### src/rtl/calc_pkg.sv
// Shared definitions for the calculator front end: default width, opcode encodings, FSM states.
package calc_pkg;

   localparam int unsigned DataWDefault = 4;

   // Opcodes with a trailing don't-care bit are listed with that bit cleared.
   localparam logic [2:0] OP_ADD_AB = 3'b000;
   localparam logic [2:0] OP_SUB_AB = 3'b001;
   localparam logic [2:0] OP_ABS_B  = 3'b010;
   localparam logic [2:0] OP_ADD_BA = 3'b100;
   localparam logic [2:0] OP_SUB_BA = 3'b101;
   localparam logic [2:0] OP_ABS_A  = 3'b110;

   typedef enum logic [1:0] {
      StIdle,
      StDrive,
      StResp
   } state_e;

endpackage

### src/rtl/calc_settle_cnt.sv
// Loadable down-counter that stops at zero; zero_o marks the end of the settle window.
module calc_settle_cnt #(
   parameter int unsigned Width = 1
) (
   input  logic             clk_i,
   input  logic             rst_ni,
   input  logic             load_i,
   input  logic [Width-1:0] load_val_i,
   output logic             zero_o
);

   logic [Width-1:0] cnt_d, cnt_q;

   always_comb begin
      cnt_d = cnt_q;
      if (load_i) begin
         cnt_d = load_val_i;
      end else if (cnt_q != '0) begin
         cnt_d = cnt_q - Width'(1);
      end
   end

   always_ff @(posedge clk_i) begin
      if (!rst_ni) begin
         cnt_q <= '0;
      end else begin
         cnt_q <= cnt_d;
      end
   end

   assign zero_o = (cnt_q == '0);

endmodule

### src/rtl/calc_op_issuer.sv
// Sequential front end for the combinational calculator: accepts a command, holds the calculator
// inputs for SETTLE cycles, captures the result and returns it on a response handshake.
module calc_op_issuer
   import calc_pkg::*;
#(
   parameter int unsigned DATA_W = DataWDefault,
   parameter int unsigned SETTLE = 1,
   parameter int unsigned CNT_W  = 8
) (
   input  logic              clk_i,
   input  logic              rst_ni,
   input  logic              cmd_valid_i,
   output logic              cmd_ready_o,
   input  logic [2:0]        cmd_op_i,
   input  logic [DATA_W-1:0] cmd_a_i,
   input  logic [DATA_W-1:0] cmd_b_i,
   input  logic              cmd_chain_i,
   output logic [2:0]        calc_op_o,
   output logic [DATA_W-1:0] calc_a_o,
   output logic [DATA_W-1:0] calc_b_o,
   input  logic [DATA_W-1:0] calc_r_i,
   input  logic              calc_ovf_i,
   output logic              rsp_valid_o,
   input  logic              rsp_ready_i,
   output logic [DATA_W-1:0] rsp_r_o,
   output logic              rsp_ovf_o,
   output logic [DATA_W-1:0] acc_o,
   output logic              sticky_ovf_o,
   input  logic              clr_sticky_i,
   output logic [CNT_W-1:0]  op_count_o
);

   localparam int unsigned SettleW = $clog2(SETTLE + 1);

   if (SETTLE == 0) begin : gen_settle_zero
      $fatal(1, "calc_op_issuer: SETTLE must be at least 1");
   end

   state_e state_d, state_q;

   logic [2:0]        calc_op_q;
   logic [DATA_W-1:0] calc_a_q, calc_b_q;
   logic [DATA_W-1:0] rsp_r_q, acc_q;
   logic              rsp_ovf_q;
   logic              sticky_d, sticky_q;
   logic [CNT_W-1:0]  cnt_q;
   logic              accept, capture, settle_zero;

   assign accept  = cmd_valid_i && (state_q == StIdle);
   assign capture = (state_q == StDrive) && settle_zero;

   calc_settle_cnt #(
      .Width (SettleW)
   ) u_settle_cnt (
      .clk_i      (clk_i),
      .rst_ni     (rst_ni),
      .load_i     (accept),
      .load_val_i (SettleW'(SETTLE - 1)),
      .zero_o     (settle_zero)
   );

   always_comb begin
      state_d = state_q;
      unique case (state_q)
         StIdle:  if (accept) state_d = StDrive;
         StDrive: if (settle_zero) state_d = StResp;
         StResp:  if (rsp_ready_i) state_d = StIdle;
         default: state_d = StIdle;
      endcase
   end

   // A capture overflow on the same edge as a clear keeps the flag set.
   always_comb begin
      sticky_d = sticky_q;
      if (clr_sticky_i) sticky_d = 1'b0;
      if (capture && calc_ovf_i) sticky_d = 1'b1;
   end

   always_ff @(posedge clk_i) begin
      if (!rst_ni) begin
         state_q   <= StIdle;
         calc_op_q <= '0;
         calc_a_q  <= '0;
         calc_b_q  <= '0;
         rsp_r_q   <= '0;
         rsp_ovf_q <= 1'b0;
         acc_q     <= '0;
         sticky_q  <= 1'b0;
         cnt_q     <= '0;
      end else begin
         state_q  <= state_d;
         sticky_q <= sticky_d;
         if (accept) begin
            calc_op_q <= cmd_op_i;
            calc_a_q  <= cmd_chain_i ? acc_q : cmd_a_i;
            calc_b_q  <= cmd_b_i;
         end
         if (capture) begin
            rsp_r_q   <= calc_r_i;
            rsp_ovf_q <= calc_ovf_i;
            cnt_q     <= cnt_q + CNT_W'(1);
            if (!calc_ovf_i) acc_q <= calc_r_i;
         end
      end
   end

   assign cmd_ready_o  = (state_q == StIdle);
   assign rsp_valid_o  = (state_q == StResp);
   assign calc_op_o    = calc_op_q;
   assign calc_a_o     = calc_a_q;
   assign calc_b_o     = calc_b_q;
   assign rsp_r_o      = rsp_r_q;
   assign rsp_ovf_o    = rsp_ovf_q;
   assign acc_o        = acc_q;
   assign sticky_ovf_o = sticky_q;
   assign op_count_o   = cnt_q;

endmodule

### config.mk
export PLATFORM = sky130hd
export DESIGN_NAME = calc_op_issuer
export DESIGN_NICKNAME = d
export VERILOG_FILES = /design/src/rtl/calc_pkg.sv /design/src/rtl/calc_settle_cnt.sv /design/src/rtl/calc_op_issuer.sv
export SDC_FILE = /design/constraint.sdc
export NUM_CORES = 1
export LEC_CHECK = 0
export BUFFER_PORTS_ARGS = -buffer_cell sky130_fd_sc_hd__buf_2
export CORE_ASPECT_RATIO = 0.8
export CORE_MARGIN = 4
export CORE_UTILIZATION = 50
export CTS_CLUSTER_DIAMETER = 60
export DETAILED_ROUTE_END_ITERATION = 16
export MAX_ROUTING_LAYER = met4
export PLACE_DENSITY = 0.83
export SETUP_SLACK_MARGIN = 0.15
export SYNTH_ARGS = -nofsm -noshare
export SYNTH_HDL_FRONTEND = slang
export SYNTH_SLANG_ARGS = --single-unit
### constraint.sdc
create_clock -name clk_i -period 3.2 [get_ports clk_i]
set_clock_uncertainty 0.1 [all_clocks]
set_input_delay 0.96 -clock clk_i [delete_from_list [all_inputs] [get_ports clk_i]]
set_output_delay 0.96 -clock clk_i [all_outputs]
set_load 0.02 [all_outputs]
Yosys cells after proc, flatten, opt, wreduce, memory -nomap -nowiden
Index checks and enable logic that the tools add are counted.

storage, ports and cells
  bits in registers = 32
  bits of input ports = 22
  output and inout bits = 31

cells by class
  $add $sub $neg = 2
  equal/unequal tests = 5
  muxes and demuxes = 7
  bitwise gates (word level) = 3
  reductions and logical operators = 8

operators with widths
  operator             number
  $add 8x1->8 const B  1
  $mux 2               3
  $pmux 2 s3           1
  $mux 4               1
  $ne 2x1->1 const B   2
  $logic_and 1x1->1    3
  $not 1->1            3
  $reduce_and 3->1     1
  $reduce_or 3->1      1
  $eq 2x1->1 const B   1
  $eq 2x2->1 const B   1
  $logic_not 2->1      1
  $mux 1               2
  $ne 2x2->1 const B   1
  $reduce_and 2->1     1
  $reduce_bool 2->1    1
  $sub 1x1->1 const B  1

Depth between registers and ports, before layout
  word-level depth = 4
  mapped depth = 6
  gate-level depth less buffers = 4

By module
A second synthesis with hierarchy kept.

second synthesis, totals
  cell total of the unflattened synthesis = 147
  area, all modules = 1320.0 µm²

modules (own cells, without submodules)
  module           times used  cells an instance  area each (µm²)
  calc_op_issuer   1           144                1290.0
  calc_settle_cnt  1           3                  30.0

Least setup slack after synthesis
Ideal clock, no wire load.

  path type = input port to flip-flop
  start = input port cmd_valid_i
  end = register calc_b_q[3], in the netlist calc_b_o[3]
  data arrival time = 1.869 ns
  data required time = 3.030 ns
  setup slack = 1.161 ns
  stages on the path = 4
  path buffers = 1
  cell sequence = nor3b_1 -> clkbuf_1 -> nand2_1 -> a21oi_1

between the ends
  longest elaborated chain between the ends = 1

RTL lines
  item                  RTL line              text
  from (decl)           calc_op_issuer.sv:12  input logic cmd_valid_i,
  $logic_and 1x1->1     calc_op_issuer.sv:49  assign accept = cmd_valid_i && (state_q == StIdle);
  to (signal assigned)  calc_op_issuer.sv:96  calc_b_q <= cmd_b_i;
  to (decl)             calc_op_issuer.sv:42  logic [DATA_W-1:0] calc_a_q, calc_b_q;

No other way between the ends.
A chain may end at the register's enable or synchronous reset.

Worst setup path in the final report
  start = register state_q[1]
  end = output port rsp_valid_o

between the ends
  longest elaborated chain between the ends = 1

RTL lines
  item                    RTL line               text
  from (decl)             calc_op_issuer.sv:39   state_e state_d, state_q;
  from (signal assigned)  calc_op_issuer.sv:81   state_q <= StIdle;
  from (signal assigned)  calc_op_issuer.sv:91   state_q <= state_d;
  $eq 2x2->1              calc_op_issuer.sv:108  assign rsp_valid_o = (state_q == StResp);
  to (decl)               calc_op_issuer.sv:23   output logic rsp_valid_o,

No other way between the ends.

==> impl_metrics.ini <==
[status]
outcome = completed

[timing]
period_needed_ns = 2.28
maxSlewHeadroom_pct = 42.3
hold_violations = 0
setup_ws_ns = 0.924
worst_pin_slew_ns = 0.864
hold_slack_ns = 0.358
report.final.slew_viol_count = 0
rsz0062_at_grt = false
setup_violations = 0
setup_tns_ns = 0
final.period_utilization_pct = 71.1
fmax_mhz = 439

[synthesis]
synth_top_area_share_pct = 50.4
yosysSeqAreaShare_pct = 50.4
syn_area_per_cell_um2 = 8.65
synthSimpleGateAreaFrac_pct = 23.0
muxShareOfSynthArea_pct = 5.51
synth_edf_count = 0
synth_fa_ha_area_share_pct = 0.984
async_flop_share_pct = 0
synth_cell_types = 31
synth_area_leaders = dfxtp_1 50%, nand2_1 9.7%, a21oi_1 8.7%, mux2i_1 5.5%, a211oi_1 2.4%
synth_area_um2 = 1270
synth_ff_type = dfxtp_1
syn_nets = 170
synth_compound_area_share_pct = 14.2
synth_most_common_cell = nand2_1
synth_xor_area_share_pct = 1.38
synth_seq_cells = 32
synth_warnings = 0
synth_top_family_by_area = simple AND/OR/NAND/NOR gates
synthCells = 147
yosys.area.top_type = dfxtp_1
synthTopCellsByCount = 33 x nand2_1, 32 x dfxtp_1, 22 x a21oi_1, 7 x mux2i_1, 7 x nor2_1

[global_route]
grt_pass1_wl_mm = 4.86
grt_max_degree = 30
grt_pass1_vias = 1139
antenna_found_initial = 0
grt.overflow.total = 0
grt_usage_pct = 19.5

[worst_setup_path]
crit_arrival_ns = 1.22
worstSetupStartpointType = flip-flop
path_buf_inv = 1
cp.required_ns = 2.14
crit_fanout = 9
worstPathCellList = nor2b_1, buf_2
slowest_delay_ns = 0.51
end_kind = output pin
crit_path_top_delay_cell = dfxtp_1
worstSetupPathType = reg -> out
cpLargestDelayFamily = flip-flops

[finish]
syn2layout_area_growth_pct = 24.3
final_nets = 220
final_cell_area_um2 = 1580
fin_cells = 233
drive_above_1_share_pct = 31.0
num_antenna_cells = 0

[placement]
io_buffers = 52
post-place-ws_ns = 1.09
gp_congestion = 0.745
placed_area_um2 = 1530
dp.cells = 226
hpwl_mm = 2.33

[clock_network]
clockBufferDepth = 2
cts_sinks = 32
clk_pin_slew_ns = 0.10
cts_tree = built
post_cts_resized = 0
cts_hold_buf = 0
numCtsBuffers = 5
clkLatencyLatePin_ns = 0.33
cts_root_buf = clkbuf_4
cts_setup_buffers = 0
ctsHtreeMaxLevel = 2

[floorplan]
boundaryPins = 53
die_area_um2 = 3420
fp.dieW_um = 64.4
core-area_um2 = 2440
num_rows = 16
initial_utilization_pct = 52.0
die_h_um = 53.1

[detailed_routing]
detail_route.wl_per_cell_um = 13.3
wl_mm = 3.10
drt_pass1_iterations = 4
vias = 1214
via_per_inst = 5.21
route.detailed.drc = 0
first_iter_violations = 61
final_antenna_net_count = 0

[power_and_ir_drop]
ir_worst_vdd_v = 0.000318
seqPwrFrac_pct = 58.0
switching_share_pct = 27.4
leakage_nw = 0.719
powerDensity_nw_per_um2 = 467
p_sw_w = 0.000202
comb_power_share_pct = 14.0
p_int_w = 0.000536
power_frac_clock_pct = 28.0

[flow_run]
maxCapViolCount = 0

[hold_path]
hold_class = reg -> reg
per-layer routing:
metal / part of all wire (%) / up-vias / track usage [%] / wire (µm)
met4: 0.32 / 0 / 8.42 / 10
met1: 42 / 571 / 19.7 / 1310
met3: 7.5 / 2 / 8.28 / 232
li1: - / 600 / - / -
met2: 50 / 41 / 33.6 / 1540
met5: 0 / - / - / 0
flip-flops by register name, indices dropped and copies added, names as in the netlist:
register,flops
acc_o,4
rsp_ovf_o,1
calc_a_o,4
rsp_r_o,4
calc_b_o,4
state_q,2
op_count_o,8
calc_op_o,3
sticky_ovf_o,1
u_settle_cnt.cnt_q,1
power by group through the flow:
stage / Clock [W] / Combinational (W) / Sequential [W]
CTS: 0.000212 / 0.000104 / 0.000428
finish: 0.000207 / 0.000104 / 0.000428
detailed placement: 0 / 0.000103 / 0.000437
floorplan: 0 / 0.0000495 / 0.000452
global placement: 0 / 0.0000997 / 0.000436
global route: 0.000231 / 0.000113 / 0.000430
worst min-delay path: cells and delay by family (launching register included):
kind	cells	cell delay (ns)
AO/OA/AOI/OAI	1	0.05
flip-flops	1	0.32
AND/OR/NAND/NOR	1	0.05
cell usage in the layout, fill, tap and decap left out, drive strengths merged, types with 2 or more instances in the layout:
| cell type | count |
|---|---|
| a211oi | 4 |
| a21oi | 22 |
| and3 | 2 |
| buf | 53 |
| clkbuf | 6 |
| dfxtp | 32 |
| mux2i | 7 |
| nand2 | 33 |
| nand2b | 4 |
| nand3 | 2 |
| nor2 | 7 |
| nor3b | 2 |
| o21ai | 5 |
| o31ai | 2 |
| or3b | 2 |
| or4 | 2 |
| xnor2 | 2 |
logic make-up (layout without fill, tap and decap cells):
group | count (synthesis) | in the layout
AND/OR/NAND/NOR | 60 | 60
AO/OA/AOI/OAI | 33 | 33
flip-flops | 32 | 32
buffers and inverters | 11 | 61
multiplexers | 7 | 7
XOR/XNOR | 2 | 2
adder cells (fa/ha/maj) | 1 | 1
other | 1 | 1
final timing paths:
check,startpoint,endpoint,slack [ns],cells after the start
worst max-delay path,state_q[1],rsp_valid_o,0.92,2
worst min-delay path,calc_b_o[0],calc_b_o[0],0.36,2
worst min register to register,calc_b_o[0],calc_b_o[0],0.36,2
worst max register to register,state_q[0],op_count_o[5],1.20,3
stage by stage:
step	utilization (%)	power, W
final	64.7	0.000738
after global routing	64.7	0.000775
after CTS	64.7	0.000744
after detailed placement	62.8	0.000540
after global placement	62.8	0.000535
after floorplan	-	0.000501
final cells by class:
type	instances	area, µm²
clock buffer	6	41.3
clock inverter	1	5.00
fill	226	862
inverter	1	3.75
multi-input combinational	104	577
sequential	32	641
tap	36	45.0
timing repair buffer	53	268
(Power assumes the default switching activity.)
